**src/rtl/programa_tp2.sv**
```systemverilog
// Single-digit UART calculator: 8N1 receiver, command FSM with ALU, 8N1 transmitter.
// Receives "<digit><op><digit><CR>", shows the result on LEDS and echoes it as one raw byte.
module programa_tp2 #(
    parameter int unsigned BAUD_DIV   = 163,
    parameter int unsigned OVERSAMPLE = 16
) (
    input  logic       CLK,
    input  logic       RESET,
    input  logic       RX,
    output logic       TX,
    output logic [7:0] LEDS,
    output logic [7:0] STATE
);
    localparam int unsigned BW  = (BAUD_DIV > 1) ? $clog2(BAUD_DIV) : 1;
    localparam int unsigned OSW = $clog2(OVERSAMPLE);
    localparam logic [BW-1:0]  BAUD_LAST = BW'(BAUD_DIV - 1);
    localparam logic [OSW-1:0] OS_LAST   = OSW'(OVERSAMPLE - 1);
    localparam logic [OSW-1:0] OS_MID    = OSW'(OVERSAMPLE / 2 - 1);

    typedef enum logic [1:0] {RX_IDLE, RX_START, RX_DATA, RX_STOP} rx_state_t;
    typedef enum logic [1:0] {TX_IDLE, TX_START, TX_DATA, TX_STOP} tx_state_t;
    typedef enum logic [7:0] {
        WAIT_A  = 8'h01, WAIT_OP = 8'h02, WAIT_B  = 8'h04, WAIT_EQ = 8'h08,
        COMPUTE = 8'h10, SEND    = 8'h20, WAIT_TX = 8'h40
    } cmd_state_t;
    typedef enum logic [2:0] {OP_ADD, OP_SUB, OP_AND, OP_OR, OP_XOR} op_t;

    logic [BW-1:0] baud_cnt;
    logic          tick;

    always_ff @(posedge CLK or negedge RESET)
        if (!RESET)    baud_cnt <= '0;
        else if (tick) baud_cnt <= '0;
        else           baud_cnt <= baud_cnt + 1'b1;

    assign tick = (baud_cnt == BAUD_LAST);

    logic rx_meta, rx_s;

    always_ff @(posedge CLK or negedge RESET)
        if (!RESET) begin
            rx_meta <= 1'b1;
            rx_s    <= 1'b1;
        end else begin
            rx_meta <= RX;
            rx_s    <= rx_meta;
        end

    rx_state_t      rx_state, rx_state_n;
    logic [OSW-1:0] rx_tcnt, rx_tcnt_n;
    logic [2:0]     rx_bcnt, rx_bcnt_n;
    logic [7:0]     rx_data, rx_data_n;
    logic           rx_done, rx_done_n;

    always_ff @(posedge CLK or negedge RESET)
        if (!RESET) begin
            rx_state <= RX_IDLE;
            rx_tcnt  <= '0;
            rx_bcnt  <= '0;
            rx_data  <= '0;
            rx_done  <= 1'b0;
        end else begin
            rx_state <= rx_state_n;
            rx_tcnt  <= rx_tcnt_n;
            rx_bcnt  <= rx_bcnt_n;
            rx_data  <= rx_data_n;
            rx_done  <= rx_done_n;
        end

    // Stop-bit decision is taken at mid-stop so a back-to-back start edge is not missed.
    always_comb begin
        rx_state_n = rx_state;
        rx_tcnt_n  = rx_tcnt;
        rx_bcnt_n  = rx_bcnt;
        rx_data_n  = rx_data;
        rx_done_n  = 1'b0;
        case (rx_state)
            RX_IDLE:
                if (!rx_s) begin
                    rx_state_n = RX_START;
                    rx_tcnt_n  = '0;
                end
            RX_START:
                if (tick) begin
                    if (rx_tcnt == OS_MID) begin
                        rx_tcnt_n  = '0;
                        rx_bcnt_n  = '0;
                        rx_state_n = rx_s ? RX_IDLE : RX_DATA;
                    end else rx_tcnt_n = rx_tcnt + 1'b1;
                end
            RX_DATA:
                if (tick) begin
                    if (rx_tcnt == OS_LAST) begin
                        rx_tcnt_n = '0;
                        rx_data_n = {rx_s, rx_data[7:1]};
                        if (rx_bcnt == 3'd7) rx_state_n = RX_STOP;
                        else                 rx_bcnt_n  = rx_bcnt + 1'b1;
                    end else rx_tcnt_n = rx_tcnt + 1'b1;
                end
            RX_STOP:
                if (tick) begin
                    if (rx_tcnt == OS_LAST) begin
                        rx_done_n  = rx_s;
                        rx_state_n = RX_IDLE;
                    end else rx_tcnt_n = rx_tcnt + 1'b1;
                end
            default: rx_state_n = RX_IDLE;
        endcase
    end

    tx_state_t      tx_state, tx_state_n;
    logic [OSW-1:0] tx_tcnt, tx_tcnt_n;
    logic [2:0]     tx_bcnt, tx_bcnt_n;
    logic [7:0]     tx_shift, tx_shift_n;
    logic           tx_done, tx_done_n;
    logic           tx_start;

    always_ff @(posedge CLK or negedge RESET)
        if (!RESET) begin
            tx_state <= TX_IDLE;
            tx_tcnt  <= '0;
            tx_bcnt  <= '0;
            tx_shift <= '0;
            tx_done  <= 1'b0;
        end else begin
            tx_state <= tx_state_n;
            tx_tcnt  <= tx_tcnt_n;
            tx_bcnt  <= tx_bcnt_n;
            tx_shift <= tx_shift_n;
            tx_done  <= tx_done_n;
        end

    always_comb begin
        tx_state_n = tx_state;
        tx_tcnt_n  = tx_tcnt;
        tx_bcnt_n  = tx_bcnt;
        tx_shift_n = tx_shift;
        tx_done_n  = 1'b0;
        case (tx_state)
            TX_IDLE:
                if (tx_start) begin
                    tx_shift_n = LEDS;
                    tx_tcnt_n  = '0;
                    tx_state_n = TX_START;
                end
            TX_START:
                if (tick) begin
                    if (tx_tcnt == OS_LAST) begin
                        tx_tcnt_n  = '0;
                        tx_bcnt_n  = '0;
                        tx_state_n = TX_DATA;
                    end else tx_tcnt_n = tx_tcnt + 1'b1;
                end
            TX_DATA:
                if (tick) begin
                    if (tx_tcnt == OS_LAST) begin
                        tx_tcnt_n  = '0;
                        tx_shift_n = {1'b0, tx_shift[7:1]};
                        if (tx_bcnt == 3'd7) tx_state_n = TX_STOP;
                        else                 tx_bcnt_n  = tx_bcnt + 1'b1;
                    end else tx_tcnt_n = tx_tcnt + 1'b1;
                end
            TX_STOP:
                if (tick) begin
                    if (tx_tcnt == OS_LAST) begin
                        tx_done_n  = 1'b1;
                        tx_state_n = TX_IDLE;
                    end else tx_tcnt_n = tx_tcnt + 1'b1;
                end
            default: tx_state_n = TX_IDLE;
        endcase
    end

    always_comb begin
        TX = 1'b1;
        if (tx_state == TX_START)     TX = 1'b0;
        else if (tx_state == TX_DATA) TX = tx_shift[0];
    end

    cmd_state_t state, state_n;
    logic [3:0] a, a_n, b, b_n;
    op_t        op, op_n, op_dec;
    logic [7:0] leds, leds_n, result;
    logic       is_digit, is_op;

    always_ff @(posedge CLK or negedge RESET)
        if (!RESET) begin
            state <= WAIT_A;
            a     <= '0;
            b     <= '0;
            op    <= OP_ADD;
            leds  <= '0;
        end else begin
            state <= state_n;
            a     <= a_n;
            b     <= b_n;
            op    <= op_n;
            leds  <= leds_n;
        end

    // ASCII digits 0x30..0x39 carry their value in the low nibble.
    assign is_digit = (rx_data >= 8'h30) && (rx_data <= 8'h39);

    always_comb begin
        is_op  = 1'b1;
        op_dec = OP_ADD;
        case (rx_data)
            8'h2B:   op_dec = OP_ADD;
            8'h2D:   op_dec = OP_SUB;
            8'h26:   op_dec = OP_AND;
            8'h7C:   op_dec = OP_OR;
            8'h5E:   op_dec = OP_XOR;
            default: is_op  = 1'b0;
        endcase
    end

    always_comb begin
        result = '0;
        case (op)
            OP_ADD:  result = {4'h0, a} + {4'h0, b};
            OP_SUB:  result = {4'h0, a} - {4'h0, b};
            OP_AND:  result = {4'h0, a & b};
            OP_OR:   result = {4'h0, a | b};
            OP_XOR:  result = {4'h0, a ^ b};
            default: result = '0;
        endcase
    end

    always_comb begin
        state_n  = state;
        a_n      = a;
        b_n      = b;
        op_n     = op;
        leds_n   = leds;
        tx_start = 1'b0;
        case (state)
            WAIT_A:
                if (rx_done) begin
                    state_n = is_digit ? WAIT_OP : WAIT_A;
                    if (is_digit) a_n = rx_data[3:0];
                end
            WAIT_OP:
                if (rx_done) begin
                    state_n = is_op ? WAIT_B : WAIT_A;
                    if (is_op) op_n = op_dec;
                end
            WAIT_B:
                if (rx_done) begin
                    state_n = is_digit ? WAIT_EQ : WAIT_A;
                    if (is_digit) b_n = rx_data[3:0];
                end
            WAIT_EQ:
                if (rx_done) state_n = (rx_data == 8'h0D) ? COMPUTE : WAIT_A;
            COMPUTE: begin
                leds_n  = result;
                state_n = SEND;
            end
            SEND: begin
                tx_start = 1'b1;
                state_n  = WAIT_TX;
            end
            WAIT_TX:
                if (tx_done) state_n = WAIT_A;
            default: state_n = WAIT_A;
        endcase
    end

    assign LEDS  = leds;
    assign STATE = state;

endmodule

```
**config.mk**
```make
export PLATFORM = sky130hd
export DESIGN_NAME = programa_tp2
export DESIGN_NICKNAME = d
export VERILOG_FILES = /design/src/rtl/programa_tp2.sv
export SDC_FILE = /design/constraint.sdc
export NUM_CORES = 1
export LEC_CHECK = 0
export BUFFER_PORTS_ARGS = -buffer_cell sky130_fd_sc_hd__buf_2
export CAP_MARGIN = 30
export CORE_MARGIN = 2
export CORE_UTILIZATION = 33
export DETAILED_ROUTE_END_ITERATION = 12
export HOLD_SLACK_MARGIN = 0.08
export SYNTH_ARGS = -nofsm -noshare
export SYNTH_HDL_FRONTEND = slang
export SYNTH_SLANG_ARGS = --single-unit
```
**constraint.sdc**
```tcl
create_clock -name CLK -period 2.6 [get_ports CLK]
set_input_delay 0.52 -clock CLK [delete_from_list [all_inputs] [get_ports CLK]]
set_output_delay 0.52 -clock CLK [all_outputs]
set_load 0.02 [all_outputs]
```
==> metrics.txt, run 1 <==
setup TNS=0 ns; relative slew slack=between 60% and 70%; drt initial violations=421; cell area power density=~520 nW/um^2; CTS root buf=clkbuf_16; Post-CTS Setup Inserts=0; diodes inserted=0; layout cells sized above 1=16.4%; worst skew pair latency=0.34 ns; commonest cells after routing, fill and taps aside=dfrtp_1 (67), inv_1 (33), o21ai_0 (31); Synth Area in Compound Gates=15.9%; P&R area growth vs syn=13.9%; Die W=roughly 120 microns; Post-synth top flop=dfrtp_1; status=finished clean; Hold Vio Cnt, Final=0; Hold Slack=roughly 0.15 ns; DP HPWL=6450 microns; Nets=477; Reg clk slew, reported paths=roughly 0.060 ns; first-pass GRT wire length=15,300 microns; Yosys cell types=67; largest family of logic cells by synthesized area=simple AND/OR/NAND/NOR gates; # Max-Cap Violations=0; post-CTS sizing=0; top-area cell type share of the netlist area=40.1%; GRT Overall Usage=14.5%; Initial Util=33.4%; yosys warns=0; vias=around 3,200; Overflow after GRT=0; # rows=41; crit path DAT=about 2.4 ns; register bit count reported by yosys=70; Routed Antenna Nets=0; RD Place Congestion=0.753; H-Tree Depth=3; fin crit share=85.2%; crit path capture type=register; Via density=between 5 and 6; antenna violations before repair=0; maximum vdd drop=0.309 mV; RSZ-0062 raised after global routing=no; die area=around 14,000 sq um; syn_area_per_cell=9.69 sq um; crit start category=register; routed length per placed instance=14.4 microns; Synth Net Count=463; Mapped Area=4190 sq um; Max Fclk=0.451 GHz; routed wire length=~9000 microns; IO Pins=20; IO Port Bufs=18; commonest non-fill, non-tap cell in the layout=dfrtp_1; post-synthesis async set-or-reset flop share=100%; mux contribution to synthesized area=under 10%; vias in the first global route=3,102; sequential-to-total area share from yosys stat=41.9%; Synth Instances=432; largest net degree at the start of global routing=27; Crit Path Category=register to register; DRC violation count after routing=0; clk buf depth=2; clock skew=around 0.005 ns; Slew Viols, Final=0; fill cell count=between 1,000 and 1,500; Post-CTS Hold Fix Bufs=0; worst-path maximum fanout=8; leak pwr=2.09 nW; clk sinks=70; core box area=roughly 13,000 sq um; Initial DRT Pass Iterations=5; Synth Area in Adders=8.73%; worst endpoint required time=2.82 ns; Worst-Margin Slew=0.562 ns; CTS tree=yes; Synth area leaders=dfrtp_1 (40%), ha_1 (7.8%), mux2_2 (5.7%); Simple-Gate Fraction of Synth Area=18.2%; Reg2Reg Depth=5; EDFF count, synth=0; Die H=around 120 microns; Synth area leader=dfrtp_1; post-synthesis xor/xnor area fraction=1.67%; worst min path class=primary input to asynchronous set/reset pin; post-layout min period=around 2.2 ns; CTS Buf Count=9; final setup fails=0
logic make-up after synthesis:
group | after synthesis
xor gates and xnor gates | 8
and+or+nand+nor | 140
adders and majority gates | 28
DFF | 70
muxes | 30
buffers and inverters | 54
AOI/OAI and AO/OA | 101
other | 1
flip-flops by register name, summed over array words and instances, names as in the netlist, named ones only:
signal / cells
LEDS: 6
STATE: 7
a: 4
b: 4
baud_cnt: 8
op: 3
rx_bcnt: 3
rx_data: 8
rx_done: 1
rx_meta: 1
rx_s: 1
rx_state: 1
rx_tcnt: 4
tx_bcnt: 3
tx_done: 1
tx_shift: 8
tx_state: 2
tx_tcnt: 4
cell usage after synthesis, types with 3 or more instances:
cell type   n
o22ai_1     4
a31oi_1     4
a211oi_1    3
o21ai_0    31
nor2_1     29
mux2_2     21
dfstp_2     3
nand4_1     3
and3_1      4
ha_1       26
mux2i_1     8
a22o_1      3
or3b_2      3
and2_1      3
o41ai_1     3
inv_1      33
dfrtp_1    67
o21a_1      3
o21ai_1     3
nor3b_1     3
a22oi_1     5
nand3_1    16
o211ai_1    3
buf_4       3
nor2b_1     6
nor4_1      9
a21oi_1    16
nand2_1    28
xnor2_1     5
clkbuf_1   14
xor2_1      3
nor3_1      8
or3_1       4
buf_2       3
o31ai_1     3
nand2b_1   10
area by class of cell:
class / instances / area (sq um) / share of cell area (%)
clock buffers: 11 / 253 / 5.30
multi-input cells: 308 / 2200 / 46.2
clock inverters: 5 / 81.3 / 1.71
well taps: 172 / 215 / 4.51
flip-flops and latches: 70 / 1760 / 36.8
repair buffers: 24 / 135 / 2.83
inverters: 33 / 124 / 2.60
path summary, 6_finish.rpt:
check,end,slack (ns),start
setup reg to reg,b[0]$_DFFE_PN0P_,0.38,STATE[4]$_DFFE_PN0P_
hold / removal,rx_data[6]$_DFFE_PN0P_,0.15,RESET
min in group CLK,rx_meta$_DFF_PN1_,0.29,RX
max in group asynchronous,STATE[0]$_DFFE_PN1P_,1.67,RESET
setup / recovery,b[0]$_DFFE_PN0P_,0.38,STATE[4]$_DFFE_PN0P_
hold reg to reg,rx_s$_DFF_PN1_,0.36,rx_meta$_DFF_PN1_
critical path, cell delays in order (launching register included):
cell     delay (ns)
dfrtp_1        0.46
or3_1          0.52
nor3_1         0.29
nand2_1        0.12
nor2_1         0.32
mux2_2         0.38
through the flow:
stage	util, %	setup slack [ns]	power (W)	area [sq um]	cells
detailed placement	35.4	0.389	0.00114	4430	607
global placement	35.4	0.460	0.00114	4430	607
finish	38.1	0.384	0.00248	4770	623
floorplan	-	0.498	0.00112	4190	432
CTS	38.1	0.384	0.00252	4770	623
global route	38.1	0.225	0.00257	4770	623
routing by layer:
metal  track usage [%]  vias to the layer above  share of wire [%]  wire length, microns
met5                 0                        -                  0                     0
met4              5.65                        0                1.8                   165
met3              3.32                       12                3.4                   308
met2              22.4                       65                 45                  4080
met1              19.8                     1554                 49                  4420
li1                  -                     1577                  -                     -
power by group:
part	leakage (nW)	switching [W]	internal, W
registers	0.948	0.00000190	0.00109
logic	0.978	0.0000240	0.00000318
clock network	0.162	0.000466	0.000891
Power figures use the tool's default switching activity.
==> run 2: changes to the inputs <==
--- a/constraint.sdc
+++ b/constraint.sdc
@@ -3,2 +3,2 @@
 set_output_delay 0.52 -clock CLK [all_outputs]
-set_load 0.02 [all_outputs]
+set_load 0.1 [all_outputs]
==> metrics.txt, run 2 (synthesis gave the netlist of run 1 again) <==
Die H=117 microns (unchanged); Overflow after GRT=0 (unchanged); Reg clk slew, reported paths=0.06 ns (about the same); clk buf depth=2 (unchanged); Via density=5.19 (+0.75%); worst skew pair latency=0.33 ns (about the same); IO Pins=20 (unchanged); crit start category=register; switch share=21.1% (+1.3 points); DRC violation count after routing=0 (unchanged); worst min path class=primary input to asynchronous set/reset pin; crit path DAT=1.73 ns (-0.71 ns); worst-path maximum fanout=6 (-2); CTS root buf=clkbuf_16; core box area=12,500 sq um (unchanged); Nets=477 (unchanged); vias=3,232 (+0.75%); worst endpoint required time=2.08 ns (-0.74 ns); commonest cells after routing, fill and taps aside=dfrtp_1 (67), inv_1 (33), o21ai_0 (31); Max Fclk=0.444 GHz (-1.7%); cell area power density=475 nW/um^2 (-8.6%); crit path cell chain=inv_1, ha_1, a21oi_2, buf_2; final worst slack=0.346 ns (-0.0380 ns); Initial DRT Pass Iterations=4 (-1); Slew Viols, Final=0 (unchanged); Routed Antenna Nets=0 (unchanged); setup TNS=0 ns (unchanged); Tot Pwr=0.00224 W (-9.6%); Die W=117 microns (unchanged); drt initial violations=224 (-47%); post-CTS sizing=0 (unchanged); Crit Path Category=register to output port; Worst-Margin Slew=0.509 ns (-0.0525 ns); clock share of power=49.7% (-5.1 points); Comb power frac=1.4% (+0.3 points); Post-CTS Setup Inserts=0 (unchanged); post-layout min period=2.25 ns (+0.0380 ns); vias in the first global route=3,209 (+3.4%); routed length per placed instance=14.7 microns (+2.4%); RD Place Congestion=0.838 (+11%); CTS tree=yes; first-pass GRT wire length=15,400 microns (+0.41%); die area=13,600 sq um (unchanged); top flop regs=baud_cnt x8, rx_data x8, tx_shift x8; fin util=37.7% (-0.43 points); # Max-Cap Violations=0 (unchanged); routed wire length=9190 microns (+2.4%); IO Port Bufs=18 (unchanged); relative slew slack=65.8% (+3.5 points); P&R area growth vs syn=12.6%; CP max stage cell=buf_2; Worst Setup SP=tx_state[0]$_DFFE_PN0P_; Initial Util=33.4% (unchanged); H-Tree Depth=3 (unchanged); crit-path max cell delay=0.44 ns (-0.08 ns); DP HPWL=6590 microns (+2.2%); antenna violations before repair=0 (unchanged); CTS Buf Count=9 (unchanged); sequential share of power=48.9% (+4.7 points); largest net degree at the start of global routing=71 (+160%); Post-CTS Hold Fix Bufs=0 (unchanged); leak pwr=2.06 nW (-1.2%); final setup fails=0 (unchanged); fin crit share=86.7% (+1.5 points); Crit Reg-Reg Startpoint=STATE[1]$_DFFE_PN0P_; diodes inserted=0 (unchanged); maximum vdd drop=0.266 mV (-14%); commonest non-fill, non-tap cell in the layout=dfrtp_1; clock skew=0.00804 ns (+0.00312 ns); pre-CTS WS=0.411 ns (+0.0225 ns); # rows=41 (unchanged); NetSw=0.000474 W (-3.8%); layout cells sized above 1=15.7% (-0.67 points); crit path capture type=output port; Hold Vio Cnt, Final=0 (unchanged); P_int=0.00177 W (-11%); GRT Overall Usage=14.4% (-0.059 points); RSZ-0062 raised after global routing=no; clk sinks=70 (unchanged); status=finished clean
## run 2: worst paths after layout
check,end,slack [ns],cells after the start
worst max-delay path,TX,0.35,4
worst min-delay path,STATE[4]$_DFFE_PN0P_,0.21,2
worst max register to register,tx_shift[5]$_DFFE_PN0P_,0.39,4
worst min register to register,rx_s$_DFF_PN1_,0.35,0
max in group asynchronous,STATE[0]$_DFFE_PN1P_,2.08,2
min in group CLK,rx_meta$_DFF_PN1_,0.29,1
## run 2: metrics by stage
step / hold slack [ns] / std cells / cell area [sq um]
after CTS: 0.239 / 623 / 4710
final: 0.212 / 623 / 4710
after floorplan: 0.224 / 432 / 4190
after global placement: 0.347 / 607 / 4450
after detailed placement: 0.349 / 607 / 4450
after global routing: 0.243 / 623 / 4710
## run 2: metal layers
metal	part of all wire (%)	wire length [microns]	vias to the layer above	GRT usage, %
li1	-	-	1577	-
met1	47	4340	1586	18.3
met2	48	4420	53	23.8
met3	2.9	263	16	3.79
met4	1.8	164	0	5.18
met5	0	0	-	0
## run 2: power groups by stage
stage / logic (W) / clock network (W) / registers (W)
final: 0.0000320 / 0.00111 / 0.00109
after global routing: 0.0000375 / 0.00119 / 0.00109
after CTS: 0.0000346 / 0.00114 / 0.00109
after detailed placement: 0.0000345 / 0 / 0.00111
after global placement: 0.0000341 / 0 / 0.00111
after floorplan: 0.00000776 / 0 / 0.00111
## run 2: worst max-delay path: cells and delay by family (launching register included)
| family | cells | cell delay, ns |
|---|---|---|
| AO/OA/AOI/OAI | 1 | 0.17 |
| adder cells (fa/ha/maj) | 1 | 0.32 |
| flip-flops | 1 | 0.37 |
| buffers and inverters | 2 | 0.54 |
## run 2: area by class of cell
cell class / count / area [sq um]
Clock buffer: 14 / 254
Clock inverter: 2 / 10.0
Fill cell: 1275 / 7800
Inverter: 33 / 124
Multi-Input combinational cell: 308 / 2210
Sequential cell: 70 / 1760
Tap cell: 172 / 215
Timing Repair Buffer: 24 / 148
==> run 3: changes to the inputs <==
- CORE_UTILIZATION: 33 -> 62
- PLACE_DENSITY: not set -> 0.8
==> metrics.txt, run 3 (synthesis gave the netlist of run 1 again) <==
# Max-Cap Violations=0 (unchanged); CTS tree=yes; Crit Reg-Reg Startpoint=STATE[4]$_DFFE_PN0P_; post-CTS sizing=0 (unchanged); fin util=70.8% (+33 points); leak pwr=2.04 nW (-0.98%); Post-CTS Setup Inserts=0 (unchanged); Slew Viols, Final=0 (unchanged); GRT Overall Usage=24.9% (+11 points); Initial DRT Pass Iterations=5 (+1); worst-path maximum fanout=8 (+2); die area=7420 sq um (-45%); area of the multi-input gates=2210 sq um (unchanged); CTS root buf=clkbuf_8; Hold Slack=0.205 ns (-0.00700 ns); CTS Buf Count=9 (unchanged); fin crit share=85.0% (-1.7 points); H-Tree Depth=3 (unchanged); Post-CTS Hold Fix Bufs=0 (unchanged); Storage cell area=1760 sq um (unchanged); Crit Path Category=register to register; Reg2Reg Setup Slack=0.39 ns (about the same); top flop regs=baud_cnt x8, rx_data x8, tx_shift x8; final setup fails=0 (unchanged); DP HPWL=6300 microns (-4.5%); status=finished clean; worst endpoint required time=2.84 ns (+0.76 ns); routed wire length=8450 microns (-8.1%); diodes inserted=0 (unchanged); clk buf depth=2 (unchanged); crit path to=b[0]$_DFFE_PN0P_; first-pass GRT wire length=14,400 microns (-5.9%); fill cell count=499 (-61%); crit path capture type=register; Tot Pwr=0.00203 W (-9.3%); clock skew=0.00794 ns (-0.000100 ns); routed length per placed instance=16.0 microns (+8.3%); Reg2Reg Depth=5 (+1); commonest cells after routing, fill and taps aside=dfrtp_1 (67), inv_1 (33), o21ai_0 (31); layout cells sized above 1=16.8% (+1.1 points); Routed Antenna Nets=0 (unchanged); Die H=86.2 microns (-26%); Worst-Margin Slew=0.672 ns (+0.163 ns); vias in the first global route=3,047 (-5.0%); IO Port Bufs=18 (unchanged); Die W=86.2 microns (-26%); Hold Vio Cnt, Final=0 (unchanged); setup TNS=0 ns (unchanged); largest net degree at the start of global routing=34 (-52%); Max Fclk=0.452 GHz (+2.0%); commonest non-fill, non-tap cell in the layout=dfrtp_1; Nets=478 (+0.21%); # rows=29 (-29%); Via density=6.06 (+17%); antenna violations before repair=0 (unchanged); RD Place Congestion=0.869 (+3.7%); Reg2Reg Capture Point=b[0]$_DFFE_PN0P_; cell area power density=447 nW/um^2 (-5.9%); worst min path class=primary input to asynchronous set/reset pin; vias=3,207 (-0.77%); Overflow after GRT=0 (unchanged); drt initial violations=225 (+0.45%); IO Pins=20 (unchanged); P&R area growth vs syn=8.64%; clk sinks=70 (unchanged); post-layout min period=2.21 ns (-0.0436 ns); pre-CTS WS=0.455 ns (+0.0440 ns); crit start category=register; core box area=6420 sq um (-49%); DRC violation count after routing=0 (unchanged); Reg clk slew, reported paths=0.07 ns (about the same); Initial Util=65.2% (+32 points); worst skew pair latency=0.35 ns (+0.02 ns); Worst Setup SP=STATE[4]$_DFFE_PN0P_; maximum vdd drop=0.329 mV (+24%); relative slew slack=55.2% (-11 points); RSZ-0062 raised after global routing=no; crit path DAT=2.45 ns (+0.72 ns); final worst slack=0.389 ns (+0.0436 ns)
-- run 3: where the power goes --
part           internal [W]  switching, W
logic            0.00000524     0.0000280
registers           0.00109    0.00000156
clock network      0.000495      0.000412
-- run 3: critical path, cell delays in order, from the launching register on --
cell     delay [ns]
dfrtp_1        0.47
or3_1          0.51
nor3_1         0.28
nand2_1        0.12
nor2_1         0.34
mux2_2         0.39
-- run 3: layout make-up --
type                       instances  share of cell area, %
tap                               77                   2.12
sequential                        70                   38.6
clock buffer                      11                   3.33
multi-input combinational        308                   48.6
inverter                          33                   2.72
timing repair buffer              25                   3.41
clock inverter                     5                   1.24
-- run 3: layer usage --
metal  GRT usage, %  vias to the layer above  wire length, microns
met5              0                        -                     0
met3           4.14                       20                   353
li1               -                     1586                     -
met4           10.4                        0                   185
met1           34.3                     1528                  3900
met2           39.3                       73                  4010
-- run 3: how the worst min path moves through the flow --
stage | startpoint | endpoint | slack, ns
global placement | rx_meta$_DFF_PN1_ | rx_s$_DFF_PN1_ | 0.35
floorplan | RESET | LEDS[0]$_DFFE_PN0P_ | 0.22
finish | RESET | STATE[3]$_DFFE_PN0P_ | 0.21
CTS | RESET | baud_cnt[3]$_DFF_PN0_ | 0.22
detailed placement | rx_meta$_DFF_PN1_ | rx_s$_DFF_PN1_ | 0.36
global route | RESET | rx_tcnt[3]$_DFFE_PN0P_ | 0.25
-- run 3: per-stage QoR --
| stage | cell area, sq um | cells |
|---|---|---|
| 6_report | 4550 | 529 |
| 5_1_grt | 4550 | 529 |
| 4_1_cts | 4550 | 529 |
| 3_5_place_dp | 4340 | 513 |
| 3_3_place_gp | 4340 | 513 |
| 2_1_floorplan | 4190 | 432 |
